### src/rtl/demux_sel_sequencer.sv
// demux_sel_sequencer
// Generates the channel select for a downstream 1:8 demux. It sweeps the
// enabled channels of a latched mask in ascending order and holds each one
// for D = max(dwell,1) cycles. A run is either a single sweep or loops
// continuously. A start/busy/done handshake frames each run, and stop aborts it.
//
// Handshake: start is a level sampled on the rising edge. It is accepted only
// in IDLE with a non-zero ch_mask. busy is high for the whole run. done is a
// one-cycle pulse in the first idle cycle after a run ends or is stopped.
// A start sampled while done is high is accepted.
module demux_sel_sequencer #(
  parameter int SEL_W   = 3,
  parameter int DWELL_W = 8,
  parameter int PASS_W  = 8
) (
  input  logic                    clk,
  input  logic                    reset,
  input  logic                    start,
  input  logic [(1<<SEL_W)-1:0]   ch_mask,
  input  logic [DWELL_W-1:0]      dwell,
  input  logic                    loop,
  input  logic                    stop,
  output logic [SEL_W-1:0]        sel,
  output logic                    sel_valid,
  output logic                    ch_strobe,
  output logic                    busy,
  output logic                    done,
  output logic [PASS_W-1:0]       pass_cnt
);

  localparam int NCH = 1 << SEL_W;

  typedef enum logic {IDLE = 1'b0, RUN = 1'b1} state_t;

  state_t             state;
  logic [NCH-1:0]     mask_q;
  logic [DWELL_W-1:0] dwell_q;
  logic               loop_q;
  logic [DWELL_W-1:0] cnt;

  logic [DWELL_W-1:0] dwell_eff;
  logic [SEL_W-1:0]   start_idx;
  logic [SEL_W-1:0]   low_idx;
  logic [SEL_W-1:0]   next_idx;
  logic               next_found;

  // Dwell of zero behaves as one cycle per channel.
  assign dwell_eff = (dwell == '0) ? DWELL_W'(1) : dwell;

  // Priority scans. The first channel comes from the live mask. The wrap
  // target and the next channel above sel come from the latched mask. Scanning
  // from the top down lets the lowest qualifying bit win.
  always_comb begin
    start_idx  = '0;
    low_idx    = '0;
    next_idx   = '0;
    next_found = 1'b0;
    for (int i = NCH - 1; i >= 0; i--) begin
      if (ch_mask[i]) start_idx = SEL_W'(i);
      if (mask_q[i])  low_idx   = SEL_W'(i);
      if (mask_q[i] && (SEL_W'(i) > sel)) begin
        next_idx   = SEL_W'(i);
        next_found = 1'b1;
      end
    end
  end

  // Sequencer FSM. All outputs are registered here.
  always_ff @(posedge clk) begin
    if (reset) begin
      state     <= IDLE;
      mask_q    <= '0;
      dwell_q   <= '0;
      loop_q    <= 1'b0;
      cnt       <= '0;
      sel       <= '0;
      sel_valid <= 1'b0;
      ch_strobe <= 1'b0;
      busy      <= 1'b0;
      done      <= 1'b0;
      pass_cnt  <= '0;
    end else begin
      ch_strobe <= 1'b0;
      done      <= 1'b0;
      case (state)
        IDLE: begin
          if (start && (ch_mask != '0)) begin
            mask_q    <= ch_mask;
            dwell_q   <= dwell_eff;
            loop_q    <= loop;
            sel       <= start_idx;
            sel_valid <= 1'b1;
            ch_strobe <= 1'b1;
            busy      <= 1'b1;
            cnt       <= dwell_eff - DWELL_W'(1);
            state     <= RUN;
          end
        end
        RUN: begin
          if (stop) begin
            // An abort ends the run without counting it as a completed sweep.
            state     <= IDLE;
            sel       <= '0;
            sel_valid <= 1'b0;
            busy      <= 1'b0;
            done      <= 1'b1;
          end else if (cnt != '0) begin
            cnt <= cnt - DWELL_W'(1);
          end else if (next_found) begin
            sel       <= next_idx;
            ch_strobe <= 1'b1;
            cnt       <= dwell_q - DWELL_W'(1);
          end else if (loop_q) begin
            // Wrap to the lowest channel. It re-strobes even for a one-bit mask.
            pass_cnt  <= pass_cnt + PASS_W'(1);
            sel       <= low_idx;
            ch_strobe <= 1'b1;
            cnt       <= dwell_q - DWELL_W'(1);
          end else begin
            pass_cnt  <= pass_cnt + PASS_W'(1);
            state     <= IDLE;
            sel       <= '0;
            sel_valid <= 1'b0;
            busy      <= 1'b0;
            done      <= 1'b1;
          end
        end
        default: state <= IDLE;
      endcase
    end
  end

endmodule
### config.mk
export PLATFORM = sky130hd
export DESIGN_NAME = demux_sel_sequencer
export DESIGN_NICKNAME = d
export VERILOG_FILES = /design/src/rtl/demux_sel_sequencer.sv
export SDC_FILE = /design/constraint.sdc
export NUM_CORES = 1
export LEC_CHECK = 0
export CAP_MARGIN = 20
export CORE_ASPECT_RATIO = 0.5
export CORE_UTILIZATION = 55
export DETAILED_ROUTE_END_ITERATION = 8
export GPL_TIMING_DRIVEN = 0
export HOLD_SLACK_MARGIN = 0.03
export PLACE_DENSITY = 0.81
export SLEW_MARGIN = 20
export SYNTH_ARGS = -nofsm -noshare
export SYNTH_HDL_FRONTEND = slang
export SYNTH_SLANG_ARGS = --single-unit
### constraint.sdc
create_clock -name clk -period 6.2 [get_ports clk]
set_clock_uncertainty 0.05 [all_clocks]
set_input_delay 1.55 -clock clk [delete_from_list [all_inputs] [get_ports clk]]
set_output_delay 1.55 -clock clk [all_outputs]
set_load 0.01 [all_outputs]
==> qor.csv, run 1 <==
metric;value;unit
critPathCaptureType;register;
yosysMostFrequentCell;nand2_1;
yosysTopAreaCell;dfxtp_1;
dpl.hpwl;4.423;mm
cp-startpoint;ch_mask[1];
grt_max_degree;12;
design.die.area;4436;sq um
fin_util;0.7062;
p_total;0.6414;mW
slew_viol_final;0;
max_clock_freq;281.5;MHz
ys_seq_area_frac;0.3501;
tightest_slew;0.5243;ns
core;3944;sq um
finalWorstSetupSlack;2.647;ns
path_clk_slew;0.08;ns
start_kind;primary input;
clkPwrFrac;0.283;
powerDensity;230.3;nW/um^2
antenna_found_initial;0;
io_pins;36;
grt_overflow;0;
maxCapViolCount;0;
yosys_warnings;0;
holdWs;0.4046;ns
antennaDiodeCount;0;
stdcell_count;391;
syn_area;2287;sq um
wl_met3;376;um
switching_share;0.3224;
post_cts_buffers;0;
finalSetupViolations;0;
peakVddDrop;0.1235;mV
clockRootBuffer;clkbuf_8;
grt_pass1_wl;9.108;mm
gp_congestion;0.9505;
routed_via_density;5.990;
hold_viol;0;
routed_wl;5.843;mm
switchingPower;0.2068;mW
cts_tree;built;
vias;2342;
ys_seq_elements;40;
die_h;47.60;um
outcome;finished clean;
drt_iter0_markers;177;
pre_cts_ws;2.389;ns
r2r-start;sel[2];
grt_pass1_vias;1969;
fin_crit_sh;0.5730;
insertion_delay;0.30;ns
fillerInstances;327;
hp-class;register to register;
synthArstFlopShare;0;
cts_hold_buf;0;
firstDrtPassIters;5;
routed.top_layer;met4;
cellInternalPower;0.4346;mW
dp.cells;383;
clock_sinks;40;
cts_resized;0;
gr-usage-all-layers;0.2744;
crit_type;primary input to register;
synthTopCellsByCount;41 x nand2_1, 40 x dfxtp_1, 37 x nor2_1;
synthCells;295;
ant_nets;0;
final.min_clock_period;3.553;ns
clockBufferDepth;2;
row_count;16;
drt-wirelength-per-cell;14.94;um
cp_max_fo;10;
dpl_cell_area;2695;sq um
htree_num_levels;2;
fin_tns_setup;0;ns
numCtsBuffers;5;
nNetsFinal;359;
relSlewSlack;0.6478;
synth-edff-count;0;
rsz0062_at_grt;no;
yosysTopAreaCellShare;0.3501;
drc;0;
die_w;93.20;um
design_area;2785;sq um
synthesis.nets;318;
critPathRequiredTime;6.32;ns
p_seq_frac;0.460;
yosysUniqueCellTypes;55;
leakagePower;0.9799;nW
drive_above_1_share;0.07418;
drt-met1-wl;2.710;mm
start_util;0.5799;
ys_top_cells_by_area;dfxtp_1 35%, a21oi_1 7.0%, nand2_1 6.7%;
io_buffers;34;
hold_start;mask_q[0];
wl_met2;2.669;mm
avgSynthCellArea;7.753;sq um
comb_power_share;0.257;
cp.arrival;3.67;ns
area_delta_synth_final;21.77;%
synth-main-ff-cell;dfxtp_1;
routing by layer:
metal | global-route usage | vias up
met5 | 0 | -
met4 | 0.1292 | 0
met3 | 0.05714 | 9
met2 | 0.4559 | 95
met1 | 0.3580 | 1089
li1 | - | 1149
final timing paths:
check / slack (ns) / cells past startpoint / endpoint
worst max register to register: 3.82 / 7 / pass_cnt[4]
worst max-delay path: 2.65 / 7 / cnt[5]
worst min register to register: 0.40 / 2 / mask_q[0]
worst min-delay path: 0.40 / 2 / mask_q[0]
sequential cells by signal, indices dropped and copies added (netlist names):
signal / count
sel: 3
pass_cnt: 8
ch_strobe: 1
busy: 1
dwell_q: 8
done: 1
state: 1
cnt: 8
loop_q: 1
mask_q: 8
cells by family after synthesis:
logic type,count (synthesis),share of synthesized area
fa+ha+maj,2,0.01094
compound gates,86,0.2588
xor+xnor,10,0.03830
buf+inv,23,0.04212
mux,2,0.009300
flops,40,0.3501
simple gates,132,0.2905
layout make-up:
| class | count | area (sq um) | share of cell area |
|---|---|---|---|
| Multi-Input combinational cell | 232 | 1390 | 0.4991 |
| Sequential cell | 40 | 800.8 | 0.2875 |
| Timing Repair Buffer | 34 | 340.3 | 0.1222 |
| Clock buffer | 8 | 90.09 | 0.03235 |
| Tap cell | 54 | 67.56 | 0.02426 |
| Buffer | 15 | 66.31 | 0.02381 |
| Inverter | 8 | 30.03 | 0.01078 |
cells in the final DEF, fill, tap and decap left out, drive strengths merged, types with 3 or more instances in the layout:
cell,count
nor2,37
a21oi,34
a311oi,4
nor4,8
clkdlybuf4s50,34
nand2,41
inv,8
o31ai,5
nand3,7
clkbuf,18
nor3,13
nand4,3
a211oi,6
and2,4
a31oi,7
nand2b,5
nor2b,3
xnor2,8
buf,5
dfxtp,40
o21ai,10
power groups by stage:
stage | logic, mW | clock network [mW] | registers [mW]
2_1_floorplan | 0.110 | 0 | 0.297
3_3_place_gp | 0.157 | 0 | 0.299
3_5_place_dp | 0.161 | 0 | 0.300
4_1_cts | 0.162 | 0.184 | 0.294
5_1_grt | 0.180 | 0.194 | 0.297
6_report | 0.165 | 0.182 | 0.295
worst max-delay path: stages:
cell             delay (ns)
clkdlybuf4s50_1        0.46
or3_1                  0.46
o311a_1                0.31
clkbuf_1               0.21
clkbuf_1               0.31
o31ai_1                0.31
a21oi_1                0.07
No activity file was read; power rests on OpenSTA's default activity.
==> run 2, diff against run 1 <==
--- a/config.mk
+++ b/config.mk
@@ -7,11 +7,11 @@
 export LEC_CHECK = 0
 export CAP_MARGIN = 20
 export CORE_ASPECT_RATIO = 0.5
-export CORE_UTILIZATION = 55
+export CORE_UTILIZATION = 53
 export DETAILED_ROUTE_END_ITERATION = 8
 export GPL_TIMING_DRIVEN = 0
 export HOLD_SLACK_MARGIN = 0.03
-export PLACE_DENSITY = 0.81
+export PLACE_DENSITY = 0.79
 export SLEW_MARGIN = 20
 export SYNTH_ARGS = -nofsm -noshare
 export SYNTH_HDL_FRONTEND = slang
==> constraint.sdc (replaced) <==
create_clock -name clk -period 3.7 [get_ports clk]
set_clock_uncertainty 0.05 [all_clocks]
set_input_delay 0.925 -clock clk [delete_from_list [all_inputs] [get_ports clk]]
set_output_delay 0.925 -clock clk [all_outputs]
set_load 0.01 [all_outputs]
==> run 2 against run 1 <==
Net effect: critical path depth did not move; largest cell class unchanged; sequential power rose by 67%; global-route usage rose by 0.25 points; first-iteration DRC count fell by 11%; non-clock buffer count did not move; cell area fell by 0.45%; wire length fell by 0.99%; via count rose by 0.13%; cell count fell by 0.26%.
==> qor.csv, run 2 (synthesis results as in run 1) <==
metric;value;unit
routed_wl;5.785;mm
leakagePower;0.9754;nW
dpl.hpwl;4.412;mm
tightest_slew;0.5260;ns
cts_hold_buf;0;
relSlewSlack;0.6467;
maxCapViolCount;0;
gp_congestion;0.9639;
critPathCaptureType;register;
stdcell_count;390;
critPathRequiredTime;3.83;ns
post_cts_buffers;0;
start_kind;primary input;
die_h;48.45;um
cts_tree;built;
clockBufferDepth;2;
design.die.area;4598;sq um
fin_tns_setup;0;ns
numCtsBuffers;5;
gr-usage-all-layers;0.2769;
cts_resized;0;
drt_iter0_markers;157;
grt_max_degree;12;
finalSetupViolations;0;
htree_num_levels;2;
area_delta_synth_final;21.23;%
outcome;finished clean;
io_buffers;34;
io_pins;36;
path_clk_slew;0.07;ns
firstDrtPassIters;5;
grt_use_met1;0.3708;
powerDensity;377.1;nW/um^2
grt_pass1_vias;2142;
drc;0;
antennaDiodeCount;0;
met3_usage;0.06604;
hp-class;register to register;
routed_via_density;6.013;
final.min_clock_period;2.884;ns
fillerInstances;346;
nNetsFinal;359;
clockRootBuffer;clkbuf_8;
clock_sinks;40;
drive_above_1_share;0.07440;
cp_max_fo;10;
grt_pass1_wl;9.818;mm
core;4024;sq um
drt-wirelength-per-cell;14.83;um
insertion_delay;0.30;ns
die_w;94.90;um
peakVddDrop;0.2276;mV
ant_nets;0;
start_util;0.5684;
slew_viol_final;0;
grt_overflow;0;
crit_type;primary input to register;
cp.arrival;3.01;ns
fin_crit_sh;0.7795;
final_cell_mix;41 x nand2_1, 40 x dfxtp_1, 37 x nor2_1, 34 x clkdlybuf4s50_1, 32 x a21oi_1;
row_count;16;
rsz0062_at_grt;no;
hold_viol;0;
antenna_found_initial;0;
final_common_cell;nand2_1;
max_clock_freq;346.7;MHz
design_area;2773;sq um
dp.cells;383;
busiest_layer;met2;
dpl_cell_area;2695;sq um
vias;2345;
gr-usage-met2;0.4400;
run 2: area by class of cell:
type,count,area [sq um],area share
buffer,15,66.31,0.02392
clock buffer,6,72.57,0.02617
clock inverter,1,5.005,0.001805
inverter,8,30.03,0.01083
multi-input combinational,232,1390,0.5014
sequential,40,800.8,0.2888
tap,54,67.56,0.02437
timing repair buffer,34,340.3,0.1227
run 2: worst paths after layout:
check                           startpoint  depth (start not counted)         to  slack (ns)
worst max register to register      cnt[1]                          5     cnt[1]        1.26
worst min-delay path             mask_q[0]                          2  mask_q[0]        0.41
worst min register to register   mask_q[0]                          2  mask_q[0]        0.41
worst max-delay path            ch_mask[1]                          7     cnt[5]        0.82
run 2: where the power goes:
| group | leakage [nW] | internal [mW] | switching, mW |
|---|---|---|---|
| combinational | 0.606 | 0.117 | 0.159 |
| sequential | 0.329 | 0.459 | 0.0334 |
| clock | 0.0410 | 0.128 | 0.149 |
run 2: worst max-delay path, cell delays in order:
cell             delay [ns]
clkdlybuf4s50_1        0.46
or3_1                  0.47
o311a_1                0.31
clkbuf_1               0.21
clkbuf_1               0.29
o31ai_1                0.29
a21oi_1                0.06
run 2: layer usage:
layer	wire, um	share of wire
met3	356	0.062
met4	74	0.013
met1	2690	0.46
met5	0	0
met2	2663	0.46
run 2: stage by stage:
stage	utilization	hold WS (ns)	total power, mW	worst slack, ns
final	0.6891	0.4114	1.046	0.8157
after global routing	0.6891	0.4311	1.105	0.7006
after CTS	0.6891	0.4134	1.047	0.8328
after detailed placement	0.6698	0.4027	0.7722	0.5345
after global placement	0.6698	0.3927	0.7644	0.5438
after floorplan	-	0.3812	0.6816	1.234
